**src/rtl/bcd_entry_cgrundey.sv**
```systemverilog
// Two-digit decimal keypad entry (00-39) feeding an active-low-enabled BCD-to-binary converter.
// Optional feature: define BCD_ENTRY_BACKSPACE_EN to make key code 4'hC a backspace.
module bcd_entry_cgrundey #(
  parameter int SETTLE_CYCLES = 4
) (
  input  logic       clk,
  input  logic       rst_n,
  input  logic       key_valid,
  output logic       key_ready,
  input  logic [3:0] key_code,
  output logic       g_n,
  output logic [5:0] bcd_out,
  output logic [1:0] digit_cnt,
  output logic       done,
  output logic       err
);

  localparam int CNT_W = (SETTLE_CYCLES > 1) ? $clog2(SETTLE_CYCLES) : 1;

  localparam logic [3:0] KEY_CLR = 4'hA;
  localparam logic [3:0] KEY_ENT = 4'hB;
`ifdef BCD_ENTRY_BACKSPACE_EN
  localparam logic [3:0] KEY_BS  = 4'hC;
`endif

  typedef enum logic [2:0] {
    S_IDLE   = 3'd0,
    S_ONE    = 3'd1,
    S_TWO    = 3'd2,
    S_SETTLE = 3'd3,
    S_SHOW   = 3'd4
  } state_t;

  state_t           state_q, state_d;
  logic [1:0]       tens_q, tens_d;
  logic [3:0]       ones_q, ones_d;
  logic [1:0]       cnt_q, cnt_d;
  logic             g_n_q, g_n_d;
  logic             done_q, done_d;
  logic             err_q, err_d;
  logic [CNT_W-1:0] settle_q, settle_d;

  logic accept;
  logic is_digit;
  logic is_bs;

  assign key_ready = (state_q != S_SETTLE);
  assign accept    = key_valid && key_ready;
  assign is_digit  = (key_code <= 4'd9);
`ifdef BCD_ENTRY_BACKSPACE_EN
  assign is_bs     = (key_code == KEY_BS);
`else
  assign is_bs     = 1'b0;
`endif

  always_ff @(posedge clk or negedge rst_n) begin
    if (!rst_n) begin
      state_q  <= S_IDLE;
      tens_q   <= '0;
      ones_q   <= '0;
      cnt_q    <= '0;
      g_n_q    <= 1'b1;
      done_q   <= 1'b0;
      err_q    <= 1'b0;
      settle_q <= '0;
    end else begin
      state_q  <= state_d;
      tens_q   <= tens_d;
      ones_q   <= ones_d;
      cnt_q    <= cnt_d;
      g_n_q    <= g_n_d;
      done_q   <= done_d;
      err_q    <= err_d;
      settle_q <= settle_d;
    end
  end

  always_comb begin
    state_d = state_q;
    if (state_q == S_SETTLE) begin
      if (settle_q == '0) state_d = S_SHOW;
    end else if (accept) begin
      if (is_digit) begin
        case (state_q)
          S_IDLE, S_SHOW: state_d = S_ONE;
          S_ONE:          state_d = (ones_q > 4'd3) ? S_ONE : S_TWO;
          default:        state_d = state_q;
        endcase
      end else if (key_code == KEY_CLR) begin
        state_d = S_IDLE;
      end else if (key_code == KEY_ENT) begin
        if (state_q == S_ONE || state_q == S_TWO) state_d = S_SETTLE;
      end else if (is_bs) begin
        // In SHOW the held digit count decides which step back applies
        case (state_q)
          S_TWO:   state_d = S_ONE;
          S_ONE:   state_d = S_IDLE;
          S_SHOW:  state_d = (cnt_q == 2'd2) ? S_ONE : S_IDLE;
          default: state_d = state_q;
        endcase
      end
    end
  end

  always_comb begin
    tens_d   = tens_q;
    ones_d   = ones_q;
    cnt_d    = cnt_q;
    g_n_d    = g_n_q;
    done_d   = done_q;
    err_d    = 1'b0;
    settle_d = settle_q;
    if (state_q == S_SETTLE) begin
      if (settle_q == '0) done_d = 1'b1;
      else                settle_d = settle_q - CNT_W'(1);
    end else if (accept) begin
      if (is_digit) begin
        case (state_q)
          S_IDLE, S_SHOW: begin
            tens_d = 2'd0;
            ones_d = key_code;
            cnt_d  = 2'd1;
            g_n_d  = 1'b1;
            done_d = 1'b0;
          end
          S_ONE: begin
            // A leading digit above 3 would push the value past 39
            if (ones_q > 4'd3) begin
              err_d = 1'b1;
            end else begin
              tens_d = ones_q[1:0];
              ones_d = key_code;
              cnt_d  = 2'd2;
            end
          end
          default: err_d = 1'b1;
        endcase
      end else if (key_code == KEY_CLR) begin
        tens_d = 2'd0;
        ones_d = 4'd0;
        cnt_d  = 2'd0;
        g_n_d  = 1'b1;
        done_d = 1'b0;
      end else if (key_code == KEY_ENT) begin
        case (state_q)
          S_IDLE: err_d = 1'b1;
          S_ONE, S_TWO: begin
            g_n_d    = 1'b0;
            settle_d = CNT_W'(SETTLE_CYCLES - 1);
          end
          default: ;
        endcase
      end else if (is_bs) begin
        if (state_q == S_IDLE) begin
          err_d = 1'b1;
        end else if (state_q == S_TWO || (state_q == S_SHOW && cnt_q == 2'd2)) begin
          ones_d = {2'b00, tens_q};
          tens_d = 2'd0;
          cnt_d  = 2'd1;
          g_n_d  = 1'b1;
          done_d = 1'b0;
        end else begin
          ones_d = 4'd0;
          tens_d = 2'd0;
          cnt_d  = 2'd0;
          g_n_d  = 1'b1;
          done_d = 1'b0;
        end
      end else begin
        err_d = 1'b1;
      end
    end
  end

  assign g_n       = g_n_q;
  assign bcd_out   = {tens_q, ones_q};
  assign digit_cnt = cnt_q;
  assign done      = done_q;
  assign err       = err_q;

endmodule
```
**config.mk**
```make
export PLATFORM = sky130hd
export DESIGN_NAME = bcd_entry_cgrundey
export DESIGN_NICKNAME = d
export VERILOG_FILES = /design/src/rtl/bcd_entry_cgrundey.sv
export SDC_FILE = /design/constraint.sdc
export NUM_CORES = 1
export LEC_CHECK = 0
export ABC_AREA = 1
export BUFFER_PORTS_ARGS = -buffer_cell sky130_fd_sc_hd__buf_2
export CORE_AREA = 2 2 58 60
export DETAILED_ROUTE_END_ITERATION = 10
export DIE_AREA = 0 0 60 62
export GPL_TIMING_DRIVEN = 1
export PLACE_DENSITY = 0.59
export SLEW_MARGIN = 10
export SYNTH_ARGS = -nofsm -noshare
export SYNTH_HDL_FRONTEND = slang
export SYNTH_SLANG_ARGS = --single-unit
```
**constraint.sdc**
```tcl
create_clock -name clk -period 1.5 [get_ports clk]
set_clock_uncertainty 0.05 [all_clocks]
set_input_delay 0.225 -clock clk [delete_from_list [all_inputs] [get_ports clk]]
set_output_delay 0.225 -clock clk [all_outputs]
set_load 0.05 [all_outputs]
```
==> results of run 1 <==
[what timing repair did]
| item | CTS | global route |
|---|---|---|
| hold endpoints to repair | 15 | 0 |
| buffers inserted | 0 | 1 |
| resized for setup | 2 | 7 |
| pin swaps | 0 | 1 |
| endpoints found under the setup margin | 3 | 12 |
| hold buffers | 1 | 0 |
[power breakdown]
| part | internal, mW | total, mW | leakage [nW] | switching, mW |
|---|---|---|---|---|
| sequential | 0.629 | 0.794 | 0.201 | 0.165 |
| combinational | 0.406 | 1.47 | 0.414 | 1.06 |
| clock | 0.148 | 0.285 | 0.0210 | 0.137 |
| total | 1.18 | 2.54 | 0.636 | 1.36 |
[cell families after synthesis]
logic type               Yosys count  synth area share, %
adder cells (fa/ha/maj)            1                 1.36
AO/OA/AOI/OAI                      5                 2.72
AND/OR/NAND/NOR                   93                 47.3
flip-flops                        16                 43.7
buffers and inverters             12                 4.90
[cell usage after synthesis]
cell | n | share of area (%)
inv_1 | 8 | 3.3
dfstp_2 | 1 | 2.9
dfrtp_1 | 15 | 41
o21ai_1 | 1 | 0.54
nor2_2 | 2 | 1.4
nand2_4 | 1 | 1.2
nand4_1 | 6 | 4.1
nor2_1 | 20 | 8.2
nand3b_1 | 1 | 0.82
nand3_1 | 8 | 4.4
nor2_4 | 3 | 3.7
nand2_2 | 4 | 2.7
nand2_1 | 46 | 19
inv_2 | 4 | 1.6
nand3_2 | 2 | 2.2
a21oi_1 | 4 | 2.2
ha_1 | 1 | 1.4
[per-stage QoR]
step	util [%]	instance area, um^2
floorplan	-	927
CTS	35.9	1140
detailed placement	34.3	1090
global route	37.0	1170
finish	37.0	1170
global placement	34.3	1090
[flip-flops by register name, summed over array words and instances (netlist names)]
register	cells
digit_cnt	2
done	1
err	1
g_n	1
ones_q	4
settle_q	2
state_q	3
tens_q	2
[critical path: stages, from the launching register on]
cell     delay [ps]
dfrtp_1         390
inv_2            70
buf_6           110
nand3_4         120
buf_8           190
[layout make-up]
class	instances	area, um^2	area share [%]
Clock buffer	4	36.3	3.09
Timing Repair Buffer	22	136	11.6
Sequential cell	16	404	34.4
Tap cell	46	57.6	4.90
Multi-Input combinational cell	99	495	42.2
Inverter	12	45.0	3.83
[path summary, 6_finish.rpt]
| path | slack [ps] | from | endpoint | cells after the start |
|---|---|---|---|---|
| max in group asynchronous | 760 | rst_n | g_n | 2 |
| hold / removal | 190 | key_valid | err | 3 |
| setup reg to reg | 120 | state_q[1] | ones_q[0] | 6 |
| hold reg to reg | 410 | g_n | g_n | 2 |
| setup / recovery | 50 | state_q[2] | key_ready | 4 |
| min in group asynchronous | 330 | rst_n | state_q[0] | 2 |
[metal layers]
| metal | part of all wire [%] | vias to the layer above |
|---|---|---|
| li1 | - | 453 |
| met1 | 44 | 416 |
| met2 | 50 | 22 |
| met3 | 4.7 | 4 |
| met4 | 1.7 | 0 |
| met5 | 0 | - |
==> metrics, run 1 <==
M3 GR Usage=4.35%; Die Area=0.00372 mm^2; nets=162; Die Height=62 um; Hold Path Class=in -> reg; Max clock buf depth=2; Setup TNS Final=0 ps; initial DRC count=54; flip-flop and latch count after synthesis=16; global-route wire length before repair=3.55 mm; WL final=2.14 mm; die span in x=60 um; Antenna Nets Post-Route=0; most frequent cells in the layout=46 x nand2_1, 19 x nor2_1, 17 x buf_2, 13 x dfrtp_1; Pre-Repair DR Iteration Count=4; Clk Tree Root Cell=clkbuf_4; RD Place Congestion=0.877; met1 Usage GRT=14.7%; H-tree levels=1; starting density of the core=28.9%; crit share post-route=96.5%; # IOs=19; Core Region=0.00318 mm^2; Critical Path Sink Type=primary output; Crit path required time=1220 ps; post-synth cell types=17; count of final max-slew check failures=0; fin cells=199; worst slew pin tran=382 ps; DR vias/cell=4.50; Worst VDD drop=0.972 mV; Synth warnings=0; CTS tree=done; worst skew pair latency=290 ps; met2 Use GR=22.0%; Post-DP HPWL=1.66 mm; headroom to the max-slew limit=74.5%; antenna diode count=0; fillers=344; GRT Resource Usage Total=12.7%; CP Launch Type=flip-flop; Cell Area, Synth=920 um^2; largest net degree at the start of global routing=17; setup ws final=52.8 ps; Final Hold Viols=0; worst-path fanout max=6; Fin Hold WS=192 ps; total number of vias=895; PortBufs=18; register area share after synthesis=43.7%; max_cap viols=0; most common cell after layout, fill and taps aside=nand2_1; layout cells sized above 1=29.4%; Site Rows=21; WL/cell=10.7 um; TritonCTS Sinks=16; vias in the first global route=831; Area growth syn-to-layout=27.8%; worst slack, placed=13.9 ps; power density cells=2170 mW/mm^2; GR Overflow Total=0; worst path arrival time=1170 ps; Lkg Pwr=0.636 nW; clock-pin slew on the worst setup and hold paths=90 ps; Residual DRC=0; maximum clock rate=691 MHz; gr busiest metal=met2; Synth Net Count=135; RSZ-0062 raised after global routing=yes; Setup-failing EPs final=0; kind of critical path=reg -> out; Synth Instances=127; total power=2.54 mW; fin crit period=1450 ps; DP Cell Count=193; status=completed; initial antenna violation count=0; syn_area_per_cell=7.24 um^2; Inserted Clock Buffers=3
Power figures use the tool's default switching activity.
==> run 2, diff against run 1 <==
--- a/config.mk
+++ b/config.mk
@@ -7,11 +7,11 @@
 export LEC_CHECK = 0
 export ABC_AREA = 1
 export BUFFER_PORTS_ARGS = -buffer_cell sky130_fd_sc_hd__buf_2
-export CORE_AREA = 2 2 58 60
+export CORE_AREA = 2 2 51 53
 export DETAILED_ROUTE_END_ITERATION = 10
-export DIE_AREA = 0 0 60 62
+export DIE_AREA = 0 0 53 55
 export GPL_TIMING_DRIVEN = 1
-export PLACE_DENSITY = 0.59
+export PLACE_DENSITY = 0.7
 export SLEW_MARGIN = 10
 export SYNTH_ARGS = -nofsm -noshare
 export SYNTH_HDL_FRONTEND = slang
==> run 2 against run 1 <==
  * Sequential share of layout area grew 0.94 points
  * Global-route usage grew 3.4 points
  * Hold slack lost 21 ps
  * Cell count shrank 8.0%
  * Flip-flop and latch count is the same
  * Critical path depth shrank 1
  * Clock power grew 4%
  * Critical path type unchanged
  * Register-to-register slack is essentially flat
==> metrics, run 2 (same netlist as run 1, synthesis figures left out) <==
worst skew pair latency=300 ps (about the same); Hold Path Class=in -> reg; switching power=1.35 mW (-0.88%); Post-DP HPWL=1.54 mm (-7.3%); clock-pin slew on the worst setup and hold paths=100 ps (about the same); Int Pwr=1.15 mW (-2.6%); WL/cell=10.7 um (-0.51%); WL final=1.96 mm (-8.5%); most common cell after layout, fill and taps aside=nand2_1; antenna diode count=0 (unchanged); total number of vias=868 (-3.0%); CP Launch Type=flip-flop; Worst path top cell family by delay=flip-flops; Pre-Repair DR Iteration Count=6 (+2); Die Area=0.00292 mm^2 (-22%); Top Registers=ones_q (4), state_q (3); power density cells=2190 mW/mm^2 (+1.0%); Most flops, register=ones_q; starting density of the core=38.9% (+10 points); Sw Ratio=53.9% (+0.43 points); most frequent cells in the layout=46 x nand2_1, 19 x nor2_1, 17 x buf_2, 13 x dfrtp_1; max incr delay on CP=400 ps (about the same); layout cells sized above 1=29.4% (unchanged); CTS tree=done; Die Height=55 um (-11%); RSZ-0062 raised after global routing=no; total power=2.50 mW (-1.7%); crit share post-route=95.3% (-1.1 points); Core Region=0.00236 mm^2 (-26%); Inserted Clock Buffers=3 (unchanged); slowest stage cell, crit path=dfrtp_1; Max clock buf depth=2 (unchanged); initial DRC count=14 (-74%); Clk Tree Root Cell=clkbuf_4; largest net degree at the start of global routing=17 (unchanged); die span in x=53 um (-12%); vias in the first global route=819 (-1.4%); max reg flops=4 (unchanged); RD Place Congestion=0.775 (-12%); cells along the critical path=inv_2 -> nand3_4 -> buf_4; global-route wire length before repair=3.42 mm (-3.9%); fin crit period=1430 ps (-16.9 ps); # IOs=19 (unchanged); Clk pwr share=11.8% (+0.6 points); kind of critical path=reg -> out; status=completed; Critical Path Sink Type=primary output; Worst VDD drop=1.01 mV (+3.5%); Seq pwr share=31.1% (about the same); Setup TNS Final=0 ps (unchanged); initial antenna violation count=0 (unchanged); Setup-failing EPs final=0 (unchanged); TritonCTS Sinks=16 (unchanged); maximum clock rate=699 MHz (+1.2%); PortBufs=18 (unchanged); worst path arrival time=1160 ps (about the same); DR vias/cell=4.74 (+5.5%); max_cap viols=0 (unchanged); worst-path fanout max=6 (unchanged); count of final max-slew check failures=0 (unchanged); Crit path required time=1220 ps (about the same); combinational cell fraction of total power=57.1% (-0.5 points); Worst Path Buf+Inv=2 (-1); GR Overflow Total=0 (unchanged); Area growth syn-to-layout=24.4%; Antenna Nets Post-Route=0 (unchanged); worst slew pin tran=361 ps (-21.4 ps); nets=162 (unchanged); GRT Resource Usage Total=16.1% (+3.4 points); Residual DRC=0 (unchanged); Lkg Pwr=0.630 nW (-0.87%); Site Rows=18 (-14%); H-tree levels=1 (unchanged); Final Hold Viols=0 (unchanged); headroom to the max-slew limit=76.0% (+1.4 points)
==> run 2: area by class of cell <==
cell class              count  area (um^2)
multi-input cells          99          495
repair buffers             22          125
flip-flops and latches     16          404
clock buffers               4         36.3
inverters                  12         45.0
fillers                   242         1220
well taps                  30         37.5
==> run 2: repair_timing <==
action | in CTS | in global routing
gates resized for setup | 1 | 5
endpoints found under the hold margin | 15 | 0
setup endpoints to repair | 1 | 12
pin swaps | 0 | 1
setup buffers | 0 | 2
hold buffers | 1 | 0
==> run 2: through the flow <==
step	hold WS [ps]	cell area, um^2	cells	worst slack, ps	util, %
floorplan	-121	927	127	74.7	-
global placement	106	1060	176	48.6	44.9
detailed placement	111	1060	176	36.5	44.9
CTS	175	1110	181	7.55	47.0
global route	179	1140	183	2.20	48.4
finish	171	1140	183	69.8	48.4
==> run 2: power by group through the flow <==
stage	sequential, mW	clock (mW)	combinational (mW)
final	0.777	0.296	1.43
after detailed placement	0.782	0	1.39
after floorplan	1.20	0	0.661
after CTS	0.771	0.304	1.40
after global routing	0.808	0.325	1.58
after global placement	0.766	0	1.37
==> run 2: worst reg2reg max path, stage by stage (launching register included) <==
cell,delay (ps)
dfrtp_1,400
inv_2,120
nand2_1,90
nor2_2,140
nand2_1,140
nor2_4,150
nor2_1,60
nand3_1,70
nand2_1,60
==> run 2: final timing paths <==
path	start	endpoint	slack, ps	cells after the start
worst max-delay path	state_q[2]	key_ready	70	3
worst min-delay path	key_valid	err	170	3
min in group asynchronous	rst_n	ones_q[0]	320	2
worst min register to register	g_n	g_n	420	2
worst max register to register	state_q[2]	state_q[0]	130	8
max in group asynchronous	rst_n	g_n	780	2
==> run 2: layer usage <==
metal	part of all wire (%)	vias to the layer above	GRT usage, %	wire length (um)
met2	52	22	29.8	1010
met5	0	-	0	0
li1	-	455	-	-
met1	42	386	18.2	819
met3	4.7	5	2.69	92
met4	1.6	0	7.26	31
